$ cat src/rtl/branch_seq_ctrl_pkg.sv
// Shared encodings for the branch sequencer: branch types, FSM states, PC reset vector.
// Optional statistics counters are enabled with the BR_STATS_EN macro.
// Pure declarations; no logic lives here besides a saturating-increment helper.
package branch_seq_ctrl_pkg;

  // Branch type field as presented by decode; BR_RSV is never taken.
  typedef enum logic [1:0] {
    BR_BEQ = 2'b00,
    BR_BNE = 2'b01,
    BR_JMP = 2'b10,
    BR_RSV = 2'b11
  } br_type_e;

  // Sequencer states.
  typedef enum logic [1:0] {
    ST_IDLE  = 2'b00,
    ST_EVAL  = 2'b01,
    ST_FLUSH = 2'b10
  } br_state_e;

  // PC value after reset.
  localparam int PC_RST_VEC = 0;

  // 16-bit increment that sticks at all-ones.
  function automatic logic [15:0] sat_inc16(input logic [15:0] v);
    return (v == 16'hFFFF) ? v : v + 16'd1;
  endfunction

endpackage

$ cat src/rtl/branch_seq_ctrl_if.sv
// Decode <-> branch sequencer bus. master = decode/front end, slave = sequencer.
// Statistics signals exist only when BR_STATS_EN is defined.
// Flow control: decode must keep BrReq low while BrBusy is high.
interface branch_seq_ctrl_if #(
  parameter int PC_W   = 8,
  parameter int DATA_W = 8
);
  logic              Stall;
  logic              BrReq;
  logic [1:0]        BrType;
  logic [DATA_W-1:0] OpA;
  logic [DATA_W-1:0] OpB;
  logic [PC_W-1:0]   Target;
  logic [PC_W-1:0]   PC;
  logic              BrSel;
  logic              BrBusy;
  logic              BrDone;
  logic              Taken;
  logic              Flush;
`ifdef BR_STATS_EN
  logic              StatClr;
  logic [15:0]       BrCount;
  logic [15:0]       TakenCount;

  modport master (
    output Stall, BrReq, BrType, OpA, OpB, Target, StatClr,
    input  PC, BrSel, BrBusy, BrDone, Taken, Flush, BrCount, TakenCount
  );
  modport slave (
    input  Stall, BrReq, BrType, OpA, OpB, Target, StatClr,
    output PC, BrSel, BrBusy, BrDone, Taken, Flush, BrCount, TakenCount
  );
`else
  modport master (
    output Stall, BrReq, BrType, OpA, OpB, Target,
    input  PC, BrSel, BrBusy, BrDone, Taken, Flush
  );
  modport slave (
    input  Stall, BrReq, BrType, OpA, OpB, Target,
    output PC, BrSel, BrBusy, BrDone, Taken, Flush
  );
`endif
endinterface

$ cat src/rtl/branch_seq_ctrl_br_cond_eval.sv
// br_cond_eval: operand compare and take decision from the branch type.
// Latency: purely combinational.
// No backpressure; consumes the sequencer's latched operands.
module br_cond_eval
  import branch_seq_ctrl_pkg::*;
#(
  parameter int DATA_W = 8
) (
  input  br_type_e          br_type_i,
  input  logic [DATA_W-1:0] op_a_i,
  input  logic [DATA_W-1:0] op_b_i,
  output logic              take_o
);

  logic eq;

  assign eq = (op_a_i == op_b_i);

  // Map branch type to taken/not-taken; reserved encoding never branches.
  always_comb begin
    take_o = 1'b0;
    case (br_type_i)
      BR_BEQ:  take_o = eq;
      BR_BNE:  take_o = !eq;
      BR_JMP:  take_o = 1'b1;
      default: take_o = 1'b0;
    endcase
  end

endmodule

$ cat src/rtl/branch_seq_ctrl.sv
// branch_seq_ctrl: owns the PC, resolves branches (IDLE->EVAL->FLUSH) and flushes the front end.
// Latency: BrReq to PC=Target is 2 cycles; BrDone pulses the cycle after EVAL; Flush lasts FLUSH_CYC cycles.
// Backpressure: Stall freezes all state; BrReq only sampled in IDLE. Optional BR_STATS_EN adds counters.
module branch_seq_ctrl
  import branch_seq_ctrl_pkg::*;
#(
  parameter int PC_W      = 8,
  parameter int DATA_W    = 8,
  parameter int FLUSH_CYC = 2   // 1..15, fits the 4-bit counter
) (
  input  logic             Clk,
  input  logic             Rst,
  branch_seq_ctrl_if.slave bus
);

  localparam logic [3:0]      CNT_INIT = 4'(FLUSH_CYC - 1);
  localparam logic [PC_W-1:0] PC_RST   = PC_W'(PC_RST_VEC);

  br_state_e         state_q, state_d;
  logic [PC_W-1:0]   pc_q, pc_d;
  logic [PC_W-1:0]   tgt_q, tgt_d;
  logic [DATA_W-1:0] opa_q, opa_d;
  logic [DATA_W-1:0] opb_q, opb_d;
  br_type_e          type_q, type_d;
  logic [3:0]        cnt_q, cnt_d;
  logic              done_q, done_d;
  logic              taken_q, taken_d;
  logic              busy_q, busy_d;
  logic              flush_q, flush_d;
  logic              take;
  logic [PC_W-1:0]   pc_inc;

  br_cond_eval #(.DATA_W(DATA_W)) u_cond (
    .br_type_i (type_q),
    .op_a_i    (opa_q),
    .op_b_i    (opb_q),
    .take_o    (take)
  );

  assign pc_inc = pc_q + PC_W'(1);

  // Next-state logic; a stall leaves everything at its held value except BrDone,
  // which is forced low so a stalled cycle never repeats the resolve pulse.
  always_comb begin
    state_d = state_q;
    pc_d    = pc_q;
    tgt_d   = tgt_q;
    opa_d   = opa_q;
    opb_d   = opb_q;
    type_d  = type_q;
    cnt_d   = cnt_q;
    done_d  = 1'b0;
    taken_d = taken_q;
    busy_d  = busy_q;
    flush_d = flush_q;
    if (!bus.Stall) begin
      case (state_q)
        ST_IDLE: begin
          pc_d = pc_inc;
          if (bus.BrReq) begin
            tgt_d   = bus.Target;
            opa_d   = bus.OpA;
            opb_d   = bus.OpB;
            type_d  = br_type_e'(bus.BrType);
            state_d = ST_EVAL;
            busy_d  = 1'b1;
          end
        end
        ST_EVAL: begin
          done_d  = 1'b1;
          taken_d = take;
          if (take) begin
            pc_d    = tgt_q;
            cnt_d   = CNT_INIT;
            state_d = ST_FLUSH;
            flush_d = 1'b1;
          end else begin
            pc_d    = pc_inc;
            state_d = ST_IDLE;
            busy_d  = 1'b0;
          end
        end
        ST_FLUSH: begin
          pc_d = pc_inc;
          if (cnt_q == 4'd0) begin
            state_d = ST_IDLE;
            busy_d  = 1'b0;
            flush_d = 1'b0;
          end else begin
            cnt_d = cnt_q - 4'd1;
          end
        end
        default: begin
          state_d = ST_IDLE;
          busy_d  = 1'b0;
          flush_d = 1'b0;
        end
      endcase
    end
  end

  // FSM, PC, latches and registered outputs; reset aborts any branch in flight.
  always_ff @(posedge Clk or posedge Rst) begin
    if (Rst) begin
      state_q <= ST_IDLE;
      pc_q    <= PC_RST;
      tgt_q   <= '0;
      opa_q   <= '0;
      opb_q   <= '0;
      type_q  <= BR_BEQ;
      cnt_q   <= '0;
      done_q  <= 1'b0;
      taken_q <= 1'b0;
      busy_q  <= 1'b0;
      flush_q <= 1'b0;
    end else begin
      state_q <= state_d;
      pc_q    <= pc_d;
      tgt_q   <= tgt_d;
      opa_q   <= opa_d;
      opb_q   <= opb_d;
      type_q  <= type_d;
      cnt_q   <= cnt_d;
      done_q  <= done_d;
      taken_q <= taken_d;
      busy_q  <= busy_d;
      flush_q <= flush_d;
    end
  end

  assign bus.PC     = pc_q;
  assign bus.BrSel  = (state_q == ST_EVAL) && take;
  assign bus.BrBusy = busy_q;
  assign bus.BrDone = done_q;
  assign bus.Taken  = taken_q;
  assign bus.Flush  = flush_q;

`ifdef BR_STATS_EN
  logic [15:0] br_cnt_q, br_cnt_d;
  logic [15:0] tk_cnt_q, tk_cnt_d;

  // Counters update on the same edge that raises BrDone, so they read
  // consistently with the pulse; clear wins over an increment.
  always_comb begin
    br_cnt_d = br_cnt_q;
    tk_cnt_d = tk_cnt_q;
    if (bus.StatClr) begin
      br_cnt_d = '0;
      tk_cnt_d = '0;
    end else if (done_d) begin
      br_cnt_d = sat_inc16(br_cnt_q);
      if (taken_d) tk_cnt_d = sat_inc16(tk_cnt_q);
    end
  end

  // Statistics registers.
  always_ff @(posedge Clk or posedge Rst) begin
    if (Rst) begin
      br_cnt_q <= '0;
      tk_cnt_q <= '0;
    end else begin
      br_cnt_q <= br_cnt_d;
      tk_cnt_q <= tk_cnt_d;
    end
  end

  assign bus.BrCount    = br_cnt_q;
  assign bus.TakenCount = tk_cnt_q;
`endif

endmodule

$ cat src/flat_wrapper.sv
// flat-port wrapper written by rule: the top's interface ports become plain ports
module branch_seq_ctrl_flat import branch_seq_ctrl_pkg::*;
#(
  parameter int PC_W      = 8,
  parameter int DATA_W    = 8,
  parameter int FLUSH_CYC = 2                                   
)
  (Clk, Rst, bus_Stall, bus_BrReq, bus_BrType, bus_OpA, bus_OpB, bus_Target, bus_PC, bus_BrSel, bus_BrBusy, bus_BrDone, bus_Taken, bus_Flush);
  branch_seq_ctrl_if #(.PC_W(PC_W), .DATA_W(DATA_W)) bus_i ();
  input  logic Clk;
  input  logic Rst;
  input wire logic [$bits(bus_i.Stall)-1:0] bus_Stall;
  input wire logic [$bits(bus_i.BrReq)-1:0] bus_BrReq;
  input wire logic [$bits(bus_i.BrType)-1:0] bus_BrType;
  input wire logic [$bits(bus_i.OpA)-1:0] bus_OpA;
  input wire logic [$bits(bus_i.OpB)-1:0] bus_OpB;
  input wire logic [$bits(bus_i.Target)-1:0] bus_Target;
  output wire logic [$bits(bus_i.PC)-1:0] bus_PC;
  output wire logic [$bits(bus_i.BrSel)-1:0] bus_BrSel;
  output wire logic [$bits(bus_i.BrBusy)-1:0] bus_BrBusy;
  output wire logic [$bits(bus_i.BrDone)-1:0] bus_BrDone;
  output wire logic [$bits(bus_i.Taken)-1:0] bus_Taken;
  output wire logic [$bits(bus_i.Flush)-1:0] bus_Flush;
  assign bus_i.Stall = bus_Stall;
  assign bus_i.BrReq = bus_BrReq;
  assign bus_i.BrType = bus_BrType;
  assign bus_i.OpA = bus_OpA;
  assign bus_i.OpB = bus_OpB;
  assign bus_i.Target = bus_Target;
  assign bus_PC = bus_i.PC;
  assign bus_BrSel = bus_i.BrSel;
  assign bus_BrBusy = bus_i.BrBusy;
  assign bus_BrDone = bus_i.BrDone;
  assign bus_Taken = bus_i.Taken;
  assign bus_Flush = bus_i.Flush;
  branch_seq_ctrl #(.PC_W(PC_W), .DATA_W(DATA_W), .FLUSH_CYC(FLUSH_CYC)) u_core (.Clk(Clk), .Rst(Rst), .bus(bus_i));
endmodule
$ cat config.mk
export PLATFORM = sky130hd
export DESIGN_NAME = branch_seq_ctrl_flat
export DESIGN_NICKNAME = d
export VERILOG_FILES = /design/src/rtl/branch_seq_ctrl_pkg.sv /design/src/rtl/branch_seq_ctrl_if.sv /design/src/rtl/branch_seq_ctrl_br_cond_eval.sv /design/src/rtl/branch_seq_ctrl.sv /design/src/flat_wrapper.sv
export SDC_FILE = /design/constraint.sdc
export NUM_CORES = 1
export LEC_CHECK = 0
export ABC_CLOCK_PERIOD_IN_PS = 1900
export CAP_MARGIN = 20
export CORE_ASPECT_RATIO = 0.9
export CORE_MARGIN = 5
export CORE_UTILIZATION = 45
export CTS_BUF_LIST = sky130_fd_sc_hd__clkbuf_2
export DETAILED_ROUTE_END_ITERATION = 6
export DONT_BUFFER_PORTS = 1
export PLACE_DENSITY_LB_ADDON = 0.05
export SLEW_MARGIN = 20
export SYNTH_ARGS = -nofsm -noshare
export SYNTH_HDL_FRONTEND = slang
export SYNTH_SLANG_ARGS = --single-unit
$ cat constraint.sdc
create_clock -name Clk -period 1.9 [get_ports Clk]
set_input_delay 0.19 -clock Clk [delete_from_list [all_inputs] [get_ports Clk]]
set_output_delay 0.19 -clock Clk [all_outputs]
set_load 0.02 [all_outputs]
[Word-level counts from Yosys, hierarchy flattened]
Index checks and enable logic that the tools add are counted.
Cells by class
  reduce and logical (&&, ||, !) cells: 15
  muxes and demuxes: 18
  add/subtract/negate cells: 2
  bitwise gates (word level): 2
  eq/ne operators: 10
Operators with widths (number)
  $pmux W8 S2: 1
  $reduce_and A4 Y1: 3
  $pmux W1 S3: 3
  $add A8 B1 Y8 const B: 1
  $eq A8 B8 Y1: 1
  $mux W4: 2
  $mux W8: 1
  $pmux W4 S2: 1
  $mux W1: 6
  $mux W2: 3
  $ne A2 B2 Y1 const B: 3
  $pmux W2 S3: 1
  $reduce_and A3 Y1: 2
  $eq A2 B1 Y1 const B: 2
  $eq A2 B2 Y1 const B: 2
  $logic_not A2 Y1: 2
  $logic_not A4 Y1: 1
  $ne A2 B1 Y1 const B: 2
  $reduce_and A2 Y1: 2
  $reduce_bool A2 Y1: 2
  $sub A4 B1 Y4 const B: 1
  $not A1 Y1: 2
  $reduce_or A2 Y1: 1
  $logic_and A1 B1 Y1: 1
  $logic_not A1 Y1: 1
Storage, ports and cells
  register bits after elaboration: 44
  logic and storage cells: 58
  bits of input ports: 30
  output and inout bits: 13

[Logic depth before layout (Yosys ltp)]
  word-level depth: 5
  mapped depth: 8

[Modules after synthesis]
A second synthesis with hierarchy kept.
Second synthesis, totals
  cell total of the unflattened synthesis: 179
  area total of the unflattened synthesis: 2089.5 um2
Modules (own cells, without submodules)
  branch_seq_ctrl: area each 1993.2 um2, cells each 167, times used 1, sequential area each 1101.1 um2
  br_cond_eval: area each 96.3 um2, cells each 12, times used 1, sequential area each 0.0 um2

[Worst setup path before layout]
No wires, ideal clock.
  kind: reg-to-reg
  start point: register u_core.opa_q[1]
  end point: register u_core.pc_q[6], in the netlist u_core.bus.PC[6]
  cell stages (with the launch flop): 7
  slack: -0.044 ns
  buffers on the path: 0
  data required time: 1.831 ns
  data arrival time: 1.876 ns
  clock period less this slack: 1.944 ns
  cells stage by stage: dfrtp_1 -> xor2_1 -> nor4_1 -> a21oi_2 -> mux2_4 -> or4_1 -> nand3_1
Between the ends
  word-level cells in the longest chain between the ends: 5
Ends and longest elaborated chain
  from (decl): line branch_seq_ctrl.sv:22  | logic [DATA_W-1:0] opa_q, opa_d;
  from (signal assigned): line branch_seq_ctrl.sv:120  | opa_q <= opa_d;
  $eq A8 B8 Y1 (*): line branch_seq_ctrl_br_cond_eval.sv:17  | assign eq = (op_a_i == op_b_i);
  $logic_not A1 Y1: line branch_seq_ctrl_br_cond_eval.sv:24  | BR_BNE: take_o = !eq;
  $pmux W1 S3 (*): line branch_seq_ctrl_br_cond_eval.sv:22  | case (br_type_i)
  $mux W8 (*): line branch_seq_ctrl.sv:72  | if (take) begin
  $pmux W8 S2 (*): line branch_seq_ctrl.sv:57  | case (state_q)
  to (signal assigned): line branch_seq_ctrl.sv:118  | pc_q <= pc_d;
  to (decl): line branch_seq_ctrl.sv:20  | logic [PC_W-1:0] pc_q, pc_d;
Every way passes the cells marked *; elsewhere a longest branch is shown, timed or not.
A chain may end at the register's enable or synchronous reset.

[Final worst setup path]
  start point: register u_core.opa_q[5]
  end point: output port bus_BrSel
Between the ends
  word-level cells in the longest chain between the ends: 4
Ends and longest elaborated chain
  $eq A8 B8 Y1 (*): line branch_seq_ctrl_br_cond_eval.sv:17
  $logic_not A1 Y1: line branch_seq_ctrl_br_cond_eval.sv:24
  $pmux W1 S3 (*): line branch_seq_ctrl_br_cond_eval.sv:22
  $logic_and A1 B1 Y1 (*): line branch_seq_ctrl.sv:132  | assign bus.BrSel = (state_q == ST_EVAL) && take;
  to (decl): line flat_wrapper.sv:19  | output wire logic [$bits(bus_i.BrSel)-1:0] bus_BrSel;
Marked as above.

==> qor.txt <==
Sw Share -> 0.405
Detailed Routing Iterations Pass 1 -> 4
Seq pwr share -> 0.396
Cell Count, Final, Fillers Out -> 308
Worst-Margin Slew -> 0.915 ns
Final Worst Setup Slack -> -0.191 ns
Worst slew margin -> 0.386
Critical path capture point type -> primary output
FF-to-FF path depth -> 10
Post-DRT Antenna Nets -> 0
DRC -> 0
P_int -> 2.84 mW
Peak supply drop -> 0.909 mV
Crit-path max FO -> 2
Worst reg2reg path endpoint -> u_core.bus.PC[6]
Initial DRC Count -> 75
Area Growth Syn to Fin -> 34.4%
Mapped Nets -> 223
Final worst path period need -> 2.09 ns
Violated checks -> setup timing
# IOs -> 43
Number of flops mapped to enable cells by yosys -> 0
Routed vias -> 1640
CTS clock-pin slew for the worst setup and hold paths -> 0.21 ns
Core ar. -> 4520 sq um
Vias in the first global route -> 1602
Ys flop type -> dfrtp_1
Final setup viols -> 11
Syn Std Cell Area -> 2130 sq um
F_max -> 0.478 GHz
IO buf count -> 0
Setup_tns -> -1.12 ns
CTS HTree Levels -> 2
CTS sink count -> 44
Final Max Tran Viols -> 0
Hold/Removal Path Class -> in -> reg
Fin nets -> 282
Routed wire length -> 4760 microns
# rows -> 23
Share of layout cells above drive strength 1 -> 0.329
Antenna fix cells -> 0
Max-cap viol count -> 0
Setup crit start kind -> flip-flop
Synth Register Bits -> 44
Syn Area/Cell -> 11.4 sq um
Largest net degree at the start of global routing -> 27
GPL Wtd Cong -> 0.848
Clock power frac -> 0.074
Clock root buffer -> clkbuf_2
Synth async-reset ratio -> 1.00
Logic gate share of total power -> 0.530
Final Instance Area -> 2870 sq um
Cts bufs inserted -> 5
Antenna violations before repair -> 0
YS warnings -> 0
DP Area -> 2320 sq um
Capture point of the worst path -> bus_BrSel
Global-route wire length before repair -> 7370 microns
Final Hold Viols -> 0
Post-synth cell types -> 37
Worst R2R Start -> u_core.opa_q[5]
Longest Clk Path Bufs -> 2
GRT Overall Usage -> 0.156
DP Wirelength -> 3270 microns
Worst EP required -> 1.71 ns
Critical path class -> reg -> out
Final global-route overflow total -> 0
Wirelength per Cell -> 15.4 microns
Final Util -> 0.634
Die Height -> 75.3 microns
Vias/cell -> 5.32
Die width -> 82.6 microns
Sw power -> 1.94 mW
Worst path arrival time -> 1.90 ns
Clk_lat worst skew -> 0.40 ns
Status -> complete, but fails checks
Power density over cell area -> 1670 nW/um^2
Total power -> 4.78 mW
Worst setup path startpoint -> u_core.opa_q[5]
Post-Syn Instances -> 187
RSZ-0062 raised after global routing -> true
Register area share after synthesis -> 0.516
CTS tree -> done
Leak -> 1.25 nW
Final cycle utilization of the critical path -> 1.10
DP Cell Count -> 261
FF-to-FF setup slack -> -0.16 ns
Die ar. -> 6220 sq um
Initial core utilization -> 0.472
Worst Clk Skew -> 0.0287 ns
[per-stage QoR]
step	setup slack (ns)	hold slack, ns
global placement	-0.0812	0.190
global route	-0.316	0.00417
floorplan	-0.0299	0.266
CTS	-0.270	0.00739
detailed placement	-0.121	0.207
finish	-0.191	0.0321
[cells by family after synthesis]
logic type / count (synthesis) / share of synthesized area
AOI/OAI and AO/OA: 31 / 0.0886
and+or+nand+nor: 51 / 0.124
DFF: 44 / 0.516
buffers and inverters: 14 / 0.0299
adders and majority gates: 6 / 0.0352
muxes: 32 / 0.168
xor gates and xnor gates: 9 / 0.0370
[worst max-delay path, cell delays in order (launching register included)]
cell and delay (ns):
dfrtp_1 0.43, xor2_1 0.17, nor4_2 0.33, a21oi_2 0.11, buf_6 0.14, xnor2_4 0.14, nand2_2 0.10, inv_4 0.09
[timing repair]
action                                 in CTS  in global routing
endpoints found under the hold margin      52                  3
gates cloned                                1                  0
buffers inserted                            4                  6
resized for setup                          23                 16
setup endpoints to repair                  15                 17
hold buffers                               29                  1
pin swaps                                  11                 11
[state kept, by name (all words and copies together), names as in the netlist]
register	flops
u_core.type_q	2
u_core.bus.Taken	1
u_core.tgt_q	8
u_core.opa_q	8
u_core.cnt_q	4
u_core.bus.Flush	1
u_core.bus.BrDone	1
u_core.bus.BrBusy	1
u_core.state_q	2
u_core.bus.PC	8
u_core.opb_q	8
[routing by layer]
layer	global-route usage	part of all wire	routed length, microns	vias to the layer above
li1	-	-	-	785
met1	0.202	0.44	2070	812
met2	0.244	0.50	2360	41
met3	0.0674	0.066	312	2
met4	0.0363	0.0021	10	0
met5	0	0	0	-
[how the worst min path moves through the flow]
stage	start	endpoint	slack [ns]	cells after the start
finish	bus_Stall	u_core.cnt_q[2]	0.03	3
global route	bus_Stall	u_core.cnt_q[2]	0.004	3
CTS	bus_Stall	u_core.cnt_q[0]	0.007	3
detailed placement	Rst	u_core.opb_q[6]	0.21	1
global placement	Rst	u_core.opb_q[6]	0.19	1
floorplan	bus_Stall	u_core.bus.BrDone	0.27	1
[power groups by stage]
stage / Combinational (mW) / Sequential, mW / Clock, mW
after CTS: 2.24 / 1.87 / 0.374
after detailed placement: 1.82 / 1.87 / 0
after global routing: 2.77 / 1.95 / 0.406
after floorplan: 1.33 / 1.81 / 0
final: 2.53 / 1.89 / 0.355
after global placement: 1.77 / 1.85 / 0
[layout by cell type (no fill, tap or decap), drive strengths merged, types with 2 or more instances in the layout]
cell,count
o21ai,13
nor3,5
nand4,3
nor2b,2
and3,2
inv,9
mux2i,4
dlygate4sd3,30
dfrtp,44
nand2,13
xor2,8
nand3,9
clkbuf,5
nor2,5
buf,26
a2bb2oi,3
mux2,28
nand3b,2
nor4,3
clkinv,3
ha,6
or2,2
a21oi,9
[layout make-up]
type / instances / area (sq um)
Fill cell: 360 / 1650
Tap cell: 62 / 77.6
Timing Repair Buffer: 56 / 523
Clock inverter: 2 / 7.51
Multi-Input combinational cell: 129 / 1090
Inverter: 10 / 40.0
Clock buffer: 5 / 25.0
Sequential cell: 44 / 1100
[Yosys cell counts (2+ instances only)]
| master | number | area, sq um |
|---|---|---|
| a21oi_1 | 8 | 40.0 |
| a2bb2oi_1 | 3 | 26.3 |
| clkbuf_1 | 2 | 7.51 |
| dfrtp_1 | 44 | 1100 |
| ha_1 | 6 | 75.1 |
| inv_1 | 10 | 37.5 |
| mux2_2 | 27 | 304 |
| mux2i_1 | 4 | 40.0 |
| nand2_1 | 13 | 48.8 |
| nand3_1 | 9 | 45.0 |
| nand3b_1 | 2 | 15.0 |
| nand4_1 | 3 | 18.8 |
| nor2_1 | 5 | 18.8 |
| nor2b_1 | 2 | 12.5 |
| nor3_1 | 5 | 25.0 |
| nor4_1 | 3 | 18.8 |
| o21ai_0 | 13 | 65.1 |
| or2_2 | 2 | 12.5 |
| xor2_1 | 8 | 70.1 |
(Power assumes the default switching activity.)
